===== config.mk =====
export PLATFORM = sky130hd
export DESIGN_NAME = hazard_ctrl
export DESIGN_NICKNAME = d
export VERILOG_FILES = /design/src/rtl/riscv_pkg.sv /design/src/rtl/hazard_evt_counter.sv /design/src/rtl/hazard_ctrl.sv
export SDC_FILE = /design/constraint.sdc
export NUM_CORES = 1
export LEC_CHECK = 0
export ABC_AREA = 1
export BUFFER_PORTS_ARGS = -buffer_cell sky130_fd_sc_hd__buf_2
export CORE_ASPECT_RATIO = 2
export CORE_MARGIN = 5
export CORE_UTILIZATION = 54
export CTS_CLUSTER_DIAMETER = 80
export DETAILED_ROUTE_END_ITERATION = 10
export HOLD_SLACK_MARGIN = 0.06
export PLACE_DENSITY_LB_ADDON = 0.08
export SLEW_MARGIN = 5
export SYNTH_ARGS = -nofsm -noshare
export SYNTH_HDL_FRONTEND = slang
export SYNTH_HIERARCHICAL = 1
export SYNTH_SLANG_ARGS = --single-unit

===== constraint.sdc =====
create_clock -name clk -period 2.3 [get_ports clk]
set_clock_uncertainty 0.05 [all_clocks]
set_input_delay 0.115 -clock clk [delete_from_list [all_inputs] [get_ports clk]]
set_output_delay 0.115 -clock clk [all_outputs]
set_load 0.02 [all_outputs]

===== src/rtl/riscv_pkg.sv =====
// riscv_pkg: shared core constants and the hazard controller state type
package riscv_pkg;
  localparam int REG_AW = 5;
  localparam logic [31:0] NOP_INSTR = 32'h0000_0013;
  typedef enum logic {RUN, VEC} state_t;
endpackage


===== src/rtl/hazard_evt_counter.sv =====
// hazard_evt_counter: W-bit wrap-around event counter; ports clk, clr_n (async active-low clear), inc, cnt
module hazard_evt_counter
  import riscv_pkg::*;
#(
  parameter int W = 32
) (
  input  logic         clk,
  input  logic         clr_n,
  input  logic         inc,
  output logic [W-1:0] cnt
);
  logic [W-1:0] r_cnt;
  always_ff @(posedge clk or negedge clr_n)
    if (!clr_n) r_cnt <= '0;
    else if (inc) r_cnt <= r_cnt + 1'b1;
  assign cnt = r_cnt;
endmodule


===== src/rtl/hazard_ctrl.sv =====
// hazard_ctrl: pipeline hazard controller (load-use, branch flush, vector hold, mem wait) with stall/flush counters
module hazard_ctrl
  import riscv_pkg::*;
#(
  parameter int VEC_LAT = 4,
  parameter int CNT_W   = 32
) (
  input  logic              clk,
  input  logic              reset_n,
  input  logic [REG_AW-1:0] id_rs1,
  input  logic [REG_AW-1:0] id_rs2,
  input  logic              id_uses_rs1,
  input  logic              id_uses_rs2,
  input  logic              ex_mem_read,
  input  logic [REG_AW-1:0] ex_rd,
  input  logic              ex_is_vector,
  input  logic              ex_branch_taken,
  input  logic              mem_stall,
  output logic              pc_write,
  output logic              if_id_write,
  output logic              if_id_flush,
  output logic              id_ex_write,
  output logic              id_ex_flush,
  output logic              ex_mem_bubble,
  output logic              vec_busy,
  output logic [CNT_W-1:0]  stall_cnt,
  output logic [CNT_W-1:0]  flush_cnt
);
  state_t     r_state;
  logic [3:0] r_vcnt;
  logic       w_match, w_vec, w_free, w_branch, w_lu;
  assign w_match = ex_mem_read & (ex_rd != '0) &
                   ((id_uses_rs1 & (id_rs1 == ex_rd)) | (id_uses_rs2 & (id_rs2 == ex_rd)));
  assign w_vec    = r_state == VEC;
  // w_free: reset released, memory ready and no vector op held; only then do branch/load-use act
  assign w_free   = reset_n & !mem_stall & !w_vec;
  assign w_branch = w_free & ex_branch_taken;
  assign w_lu     = w_free & !ex_branch_taken & w_match;
  assign pc_write      = w_free & !w_lu;
  assign if_id_write   = w_free & !w_lu;
  assign id_ex_write   = w_free;
  assign if_id_flush   = w_branch;
  assign id_ex_flush   = w_branch | w_lu;
  assign ex_mem_bubble = reset_n & w_vec & !mem_stall;
  assign vec_busy      = reset_n & w_vec;
  // The op's first EX cycle is spent in RUN, so VEC covers the remaining VEC_LAT-1 cycles
  always_ff @(posedge clk or negedge reset_n)
    if (!reset_n) begin
      r_state <= RUN;
      r_vcnt  <= '0;
    end else if (!mem_stall) begin
      if (r_state == RUN) begin
        if (ex_is_vector && !ex_branch_taken && VEC_LAT > 1) begin
          r_state <= VEC;
          r_vcnt  <= 4'(VEC_LAT - 2);
        end
      end else if (r_vcnt == '0) r_state <= RUN;
      else r_vcnt <= r_vcnt - 1'b1;
    end
  hazard_evt_counter #(.W(CNT_W)) u_stall_cnt (
    .clk(clk), .clr_n(reset_n), .inc(!pc_write), .cnt(stall_cnt)
  );
  hazard_evt_counter #(.W(CNT_W)) u_flush_cnt (
    .clk(clk), .clr_n(reset_n), .inc(if_id_flush), .cnt(flush_cnt)
  );
endmodule


==> impl_metrics.tcl, run 1 <==
set metrics [dict create \
    status "finished clean" \
    grt_pass1_vias 3602 \
    yosys-top-cells-area "dfrtp_1, nand2_1, nor2_1" \
    track_usage_pct 21.23 \
    coreArea_um2 7488 \
    netlist_area_um2 4085 \
    avgViaCountPerCell 4.967 \
    drtIter0Drc 234 \
    clockBufferDepth 2 \
    cpMaxStageDelayCell "buf_4" \
    leakage_nw 2.585 \
    fin_area_um2 4980 \
    dieArea_um2 9510 \
    synth_compound_area_share_pct 0.8576 \
    die_x_um 71.50 \
    clkTransAtPathRegs_ns 0.05 \
    routabilityCongestion 0.9265 \
    holdPathStages 3 \
    crit_fanout 70 \
    drc_errors 0 \
    r2r_end "u_stall_cnt/cnt[29]$_DFFE_PN0P_" \
    rsz0062_at_grt "false" \
    critical_path_buf_inv_count 4 \
    r2r_cells 12 \
    finalSetupViolations 0 \
    port_buffers 93 \
    crit_type "in -> out" \
    path_delay_family "buffers and inverters" \
    synth_top_area_cell "dfrtp_1" \
    vias 3810 \
    hp-start "mem_stall" \
    die_height_um 133.0 \
    cp_slowest_stage_delay_ns 0.66 \
    cts_setup_buffers 0 \
    required_ns 2.13 \
    clk-insertion-delay-late_ns 0.32 \
    p_per_area_nw_per_um2 745.2 \
    min_to "r_state$_DFFE_PN0N_" \
    fin_setup_tns_ns 0 \
    cp_data_arrival_time_ns 1.86 \
    worst_pin_slew_ns 0.8827 \
    dp_hpwl_mm 7.628 \
    timing.final.crit_share_pct 88.11 \
    fp-row-count 45 \
    cpMostUsedCell "buf_2" \
    synthAdderAreaFrac_pct 0.9188 \
    r2r_start "r_state$_DFFE_PN0N_" \
    post_dp_cell_area_um2 4676 \
    hold_viol 0 \
    numCtsBuffers 9 \
    ant_nets 0 \
    synth_top_family_by_area "simple AND/OR/NAND/NOR gates" \
    htree_levels 3 \
    peakVddDrop_uv 493.7 \
    cts_tree "built" \
    ys_seq_area_share_pct 42.27 \
    antenna_found_initial 0 \
    syn_to_final_growth_pct 21.90 \
    wl_per_cell_um 12.70 \
    end_kind "output port" \
    clockRootBuffer "clkbuf_16" \
    synth.top_cell.area_share_pct 42.27 \
    ys_ff_latch 69 \
    max_cap_violations 0 \
    synth-warning-count 6 \
    hp-class "in -> reg" \
    total_power_mw 3.711 \
    start_util_pct 54.55 \
    drive_gt1_share_pct 22.88 \
    synth.distinct_cells 23 \
    gr-total-overflow 0 \
    wl_mm 9.740 \
    fin_crit_ns 2.027 \
    syn_nets 588 \
    dr.pass1.iters 4 \
    grt_pass1_wl_mm 16.28 \
    max_freq_ghz 0.4934 \
    ios 94 \
    grt_max_degree 71 \
    syn_avg_cell_area_um2 7.269 \
    r2r_slack_ns 0.31 \
    synthMuxAreaShare_pct 0 \
    maxSlewHeadroom_pct 41.15 \
    diodes 0 \
    crit_path_start_kind "input port" \
    synth-xor-area-share_pct 7.718 \
    slew_violations 0 \
    cts.sinks 69 \
    crit_path_cell_trace "dlygate4sd3_1 > buf_2 > buf_4 > nand2_1 > nor2_1 > buf_2" \
    layout.nets 694 \
    synth-simple-area-share_pct 41.62 \
    netlist_instances 562 \
]
area by class of cell:
type                    count  area (um^2)
inverters                  70        262.8
repair buffers             96        490.5
multi-input cells         422         2088
fillers                   663         2509
flip-flops and latches     69         1727
clock buffers              12        246.5
well taps                  94        117.6
clock inverters             4        47.55
worst register-to-register path: stages, from the launching register on:
cell and delay (ns):
dfrtp_1 0.45, inv_2 0.11, nand4_1 0.09, nor2_1 0.14
nand2_1 0.09, nand2_1 0.18, inv_2 0.11, nor2_2 0.15
nand3_2 0.15, nor2_4 0.17, nand2_1 0.07, nand2_1 0.08
nand2_1 0.05
sequential cells by signal, summed over array words and instances, names as in the netlist:
signal / flops
u_flush_cnt/cnt: 32
u_stall_cnt/cnt: 32
r_vcnt: 4
r_state: 1
cell usage after synthesis:
cell type	count
nand3_2	4
inv_1	62
buf_4	1
nand2_1	195
dfrtp_1	69
nand4_2	1
nand3_4	1
nor2_4	8
a21oi_1	3
o21ai_1	3
ha_1	3
nand3b_1	12
xor2_1	24
o21ai_0	1
nand2_2	7
nand3_1	40
nor2_1	78
xnor2_1	12
nand4_1	5
inv_2	8
nor3_1	5
nor2_2	16
and2_1	4
repair_timing:
action,4_1_cts,5_1_grt
resized for setup,0,0
hold buffers,1,0
hold endpoints to repair,69,0
logic make-up after synthesis:
logic type	Yosys count
simple gates	376
buf+inv	71
flops	69
xor+xnor	36
compound gates	7
fa+ha+maj	3
cells in the final DEF (no fill, tap or decap):
| cell | count |
|---|---|
| a21oi_1 | 3 |
| and2_1 | 4 |
| buf_2 | 93 |
| buf_4 | 2 |
| bufinv_16 | 1 |
| clkbuf_1 | 2 |
| clkbuf_16 | 9 |
| clkbuf_8 | 1 |
| clkinv_2 | 2 |
| clkinvlp_4 | 1 |
| dfrtp_1 | 69 |
| dlygate4sd3_1 | 1 |
| ha_1 | 3 |
| inv_1 | 62 |
| inv_2 | 8 |
| nand2_1 | 195 |
| nand2_2 | 7 |
| nand3_1 | 40 |
| nand3_2 | 4 |
| nand3_4 | 1 |
| nand3b_1 | 12 |
| nand4_1 | 5 |
| nand4_2 | 1 |
| nor2_1 | 78 |
| nor2_2 | 16 |
| nor2_4 | 8 |
| nor3_1 | 5 |
| o21ai_0 | 1 |
| o21ai_1 | 3 |
| xnor2_1 | 12 |
| xor2_1 | 24 |
per-stage QoR:
stage          setup slack, ns  hold WS [ns]  instances  utilization, %
2_1_floorplan           0.2943       -0.2306        562               -
3_3_place_gp            0.3824        0.3421        750           62.44
3_5_place_dp            0.3288        0.3521        750           62.44
4_1_cts                 0.1802       0.08974        767           66.50
5_1_grt               0.003246        0.1032        767           66.50
6_report                0.2734       0.09142        767           66.50
routing by layer:
metal / vias up / wire length (um) / track usage (%) / part of all wire [%]
met2: 95 / 4688 / 33.66 / 48
met5: - / 0 / 0 / 0
met4: 0 / 206 / 7.741 / 2.1
met3: 16 / 414 / 4.106 / 4.3
met1: 1757 / 4432 / 28.56 / 46
li1: 1942 / - / - / -
power breakdown:
group          switching, mW  total, mW  internal [mW]
Clock                  0.489       1.35          0.865
Sequential             0.160       1.52           1.36
Combinational          0.545      0.841          0.296
Total                   1.19       3.71           2.52
worst max path at each step:
| stage | from | to | slack, ns | depth (start not counted) |
|---|---|---|---|---|
| 3_5_place_dp | r_state$_DFFE_PN0N_ | u_stall_cnt/cnt[29]$_DFFE_PN0P_ | 0.33 | 12 |
| 6_report | reset_n | ex_mem_bubble | 0.27 | 6 |
| 5_1_grt | reset_n | ex_mem_bubble | 0.003 | 6 |
| 2_1_floorplan | r_state$_DFFE_PN0N_ | u_flush_cnt/cnt[29]$_DFFE_PN0P_ | 0.29 | 10 |
| 3_3_place_gp | r_state$_DFFE_PN0N_ | u_stall_cnt/cnt[26]$_DFFE_PN0P_ | 0.38 | 12 |
| 4_1_cts | reset_n | ex_mem_bubble | 0.18 | 6 |
Note: power is estimated with default switching activity, not from simulation.
==> run 2, diff against run 1 <==
--- a/config.mk
+++ b/config.mk
@@ -14,6 +14,7 @@
 export DETAILED_ROUTE_END_ITERATION = 10
 export HOLD_SLACK_MARGIN = 0.06
 export PLACE_DENSITY_LB_ADDON = 0.08
+export RECOVER_POWER = 50
 export SLEW_MARGIN = 5
 export SYNTH_ARGS = -nofsm -noshare
 export SYNTH_HDL_FRONTEND = slang
==> run 2 against run 1 <==
Total power fell by 1.0%. Sequential share of layout area increased by 0.68 points. Register-to-register slack got worse by 0.08 ns. First-iteration DRC count up 18%. Core utilization decreased by 1.3 points. Critical path depth increased by 8. Largest power group unchanged. Highest routed layer unchanged. Final cell count unchanged.
==> impl_metrics.tcl, run 2 (synthesis results as in run 1) <==
set metrics [dict create \
    grt_pass1_wl_mm 16.28 \
    cp_slowest_stage_delay_ns 0.52 \
    crit_path_cell_trace "dlygate4sd3_1 > buf_2 > inv_1 > nor2_1 > nand2_1 > nor2_1 > clkbuf_1 > inv_2 > nor2_2 > nand2_2 > nor2_2 > nand2_1 > nand2_1 > nand2_1" \
    required_ns 2.46 \
    clockBufferDepth 2 \
    p_int_mw 2.482 \
    drive_gt1_share_pct 13.08 \
    ant_nets 0 \
    clk-insertion-delay-late_ns 0.32 \
    cpMaxStageDelayCell "dlygate4sd3_1" \
    swShare_pct 32.43 \
    crit_path_start_kind "input port" \
    vias 3801 \
    leakage_nw 2.315 \
    p_per_area_nw_per_um2 752.1 \
    hp-class "in -> reg" \
    coreArea_um2 7488 \
    p_switching_mw 1.191 \
    fp-row-count 45 \
    die_x_um 71.50 \
    ios 94 \
    worst_hold_slack_ns 0.04062 \
    layout.nets 694 \
    seqPwrFrac_pct 41.4 \
    worst_pin_slew_ns 0.8819 \
    max_cap_violations 0 \
    layout_common_cells "nand2_1, nor2_1, dfrtp_1" \
    hold_viol 0 \
    cts_setup_buffers 0 \
    grt_max_degree 71 \
    peakVddDrop_uv 492.3 \
    max_freq_ghz 0.4786 \
    cts.sinks 69 \
    clockRootBuffer "clkbuf_16" \
    numCtsBuffers 9 \
    htree_levels 3 \
    cts_tree "built" \
    dieArea_um2 9510 \
    start_util_pct 54.55 \
    final_cells 767 \
    gr-total-overflow 0 \
    syn_to_final_growth_pct 19.54 \
    crit_type "in -> reg" \
    r2r_slack_ns 0.23 \
    cp_data_arrival_time_ns 2.25 \
    fillCellCount 700 \
    combPwrFrac_pct 21.8 \
    cpMostUsedCell "nand2_1" \
    final_common_cell "nand2_1" \
    dp_hpwl_mm 7.628 \
    grt_pass1_vias 3602 \
    maxSlewHeadroom_pct 41.21 \
    fin_setup_tns_ns 0 \
    die_height_um 133.0 \
    end_kind "register" \
    track_usage_pct 21.23 \
    slew_violations 0 \
    drtIter0Drc 276 \
    routabilityCongestion 0.9265 \
    hold_buffers 1 \
    p_clk_share_pct 36.9 \
    drc_errors 0 \
    fin_crit_ns 2.089 \
    wl_per_cell_um 12.70 \
    wl_mm 9.738 \
    antenna_found_initial 0 \
    port_buffers 93 \
    dr.pass1.iters 4 \
    cts-resized-gates 0 \
    dp.cells 750 \
    status "finished clean" \
    timing.final.crit_share_pct 90.84 \
    clkTransAtPathRegs_ns 0.05 \
    finalSetupViolations 0 \
    rsz0062_at_grt "false" \
    crit_fanout 6 \
    utilization_pct 65.21 \
    avgViaCountPerCell 4.956 \
    diodes 0 \
]
==> run 2: cell types whose count changed in the layout (fill, tap and decap cells not counted), sizes merged <==
cell,change
clkbuf,+65
buf,-65
==> run 2: power groups by stage <==
stage                     clock, mW  sequential (mW)  combinational (mW)
after detailed placement          0             1.54               0.843
after floorplan                   0             1.64               0.460
after global placement            0             1.54               0.830
final                          1.35             1.52               0.800
after CTS                      1.38             1.51               0.850
after global routing           1.43             1.55               0.900
==> run 2: final timing paths <==
kind / depth (start not counted) / end / from
hold reg to reg: 2 / r_vcnt[1]$_DFFE_PN0P_ / r_vcnt[1]$_DFFE_PN0P_
hold / removal: 3 / r_state$_DFFE_PN0N_ / mem_stall
max in group asynchronous: 3 / u_stall_cnt/cnt[21]$_DFFE_PN0P_ / reset_n
setup reg to reg: 11 / u_flush_cnt/cnt[27]$_DFFE_PN0P_ / r_state$_DFFE_PN0N_
min in group asynchronous: 3 / r_state$_DFFE_PN0N_ / reset_n
setup / recovery: 14 / u_flush_cnt/cnt[27]$_DFFE_PN0P_ / reset_n
==> run 2: final cells by class <==
class                   count  area [um^2]  share of cell area (%)
clock inverters             4        47.55                  0.9736
inverters                  70        262.8                   5.380
flip-flops and latches     69         1727                   35.36
clock buffers              12        246.5                   5.047
multi-input cells         422         2076                   42.51
repair buffers             96        406.6                   8.327
well taps                  94        117.6                   2.408
==> run 2: critical path: cells and delay by family <==
family	cells	cell delay, ns
buffers and inverters	5	1.14
and+or+nand+nor	9	1.00
==> run 2: per-layer routing <==
metal  GRT usage [%]  vias to the layer above  wire [um]
met5               0                        -          0
met4           7.741                        0        230
met3           4.106                       19        471
met2           33.66                      100       4660
met1           28.56                     1737       4377
li1                -                     1945          -
==> run 2: stage by stage <==
step                cell area (um^2)  power (mW)  setup WS, ns
floorplan                       4085       2.104        0.2943
global placement                4676       2.367        0.3824
detailed placement              4676       2.379        0.3288
CTS                             4980       3.743        0.1802
global route                    4883       3.882      0.003246
finish                          4883       3.673        0.2108
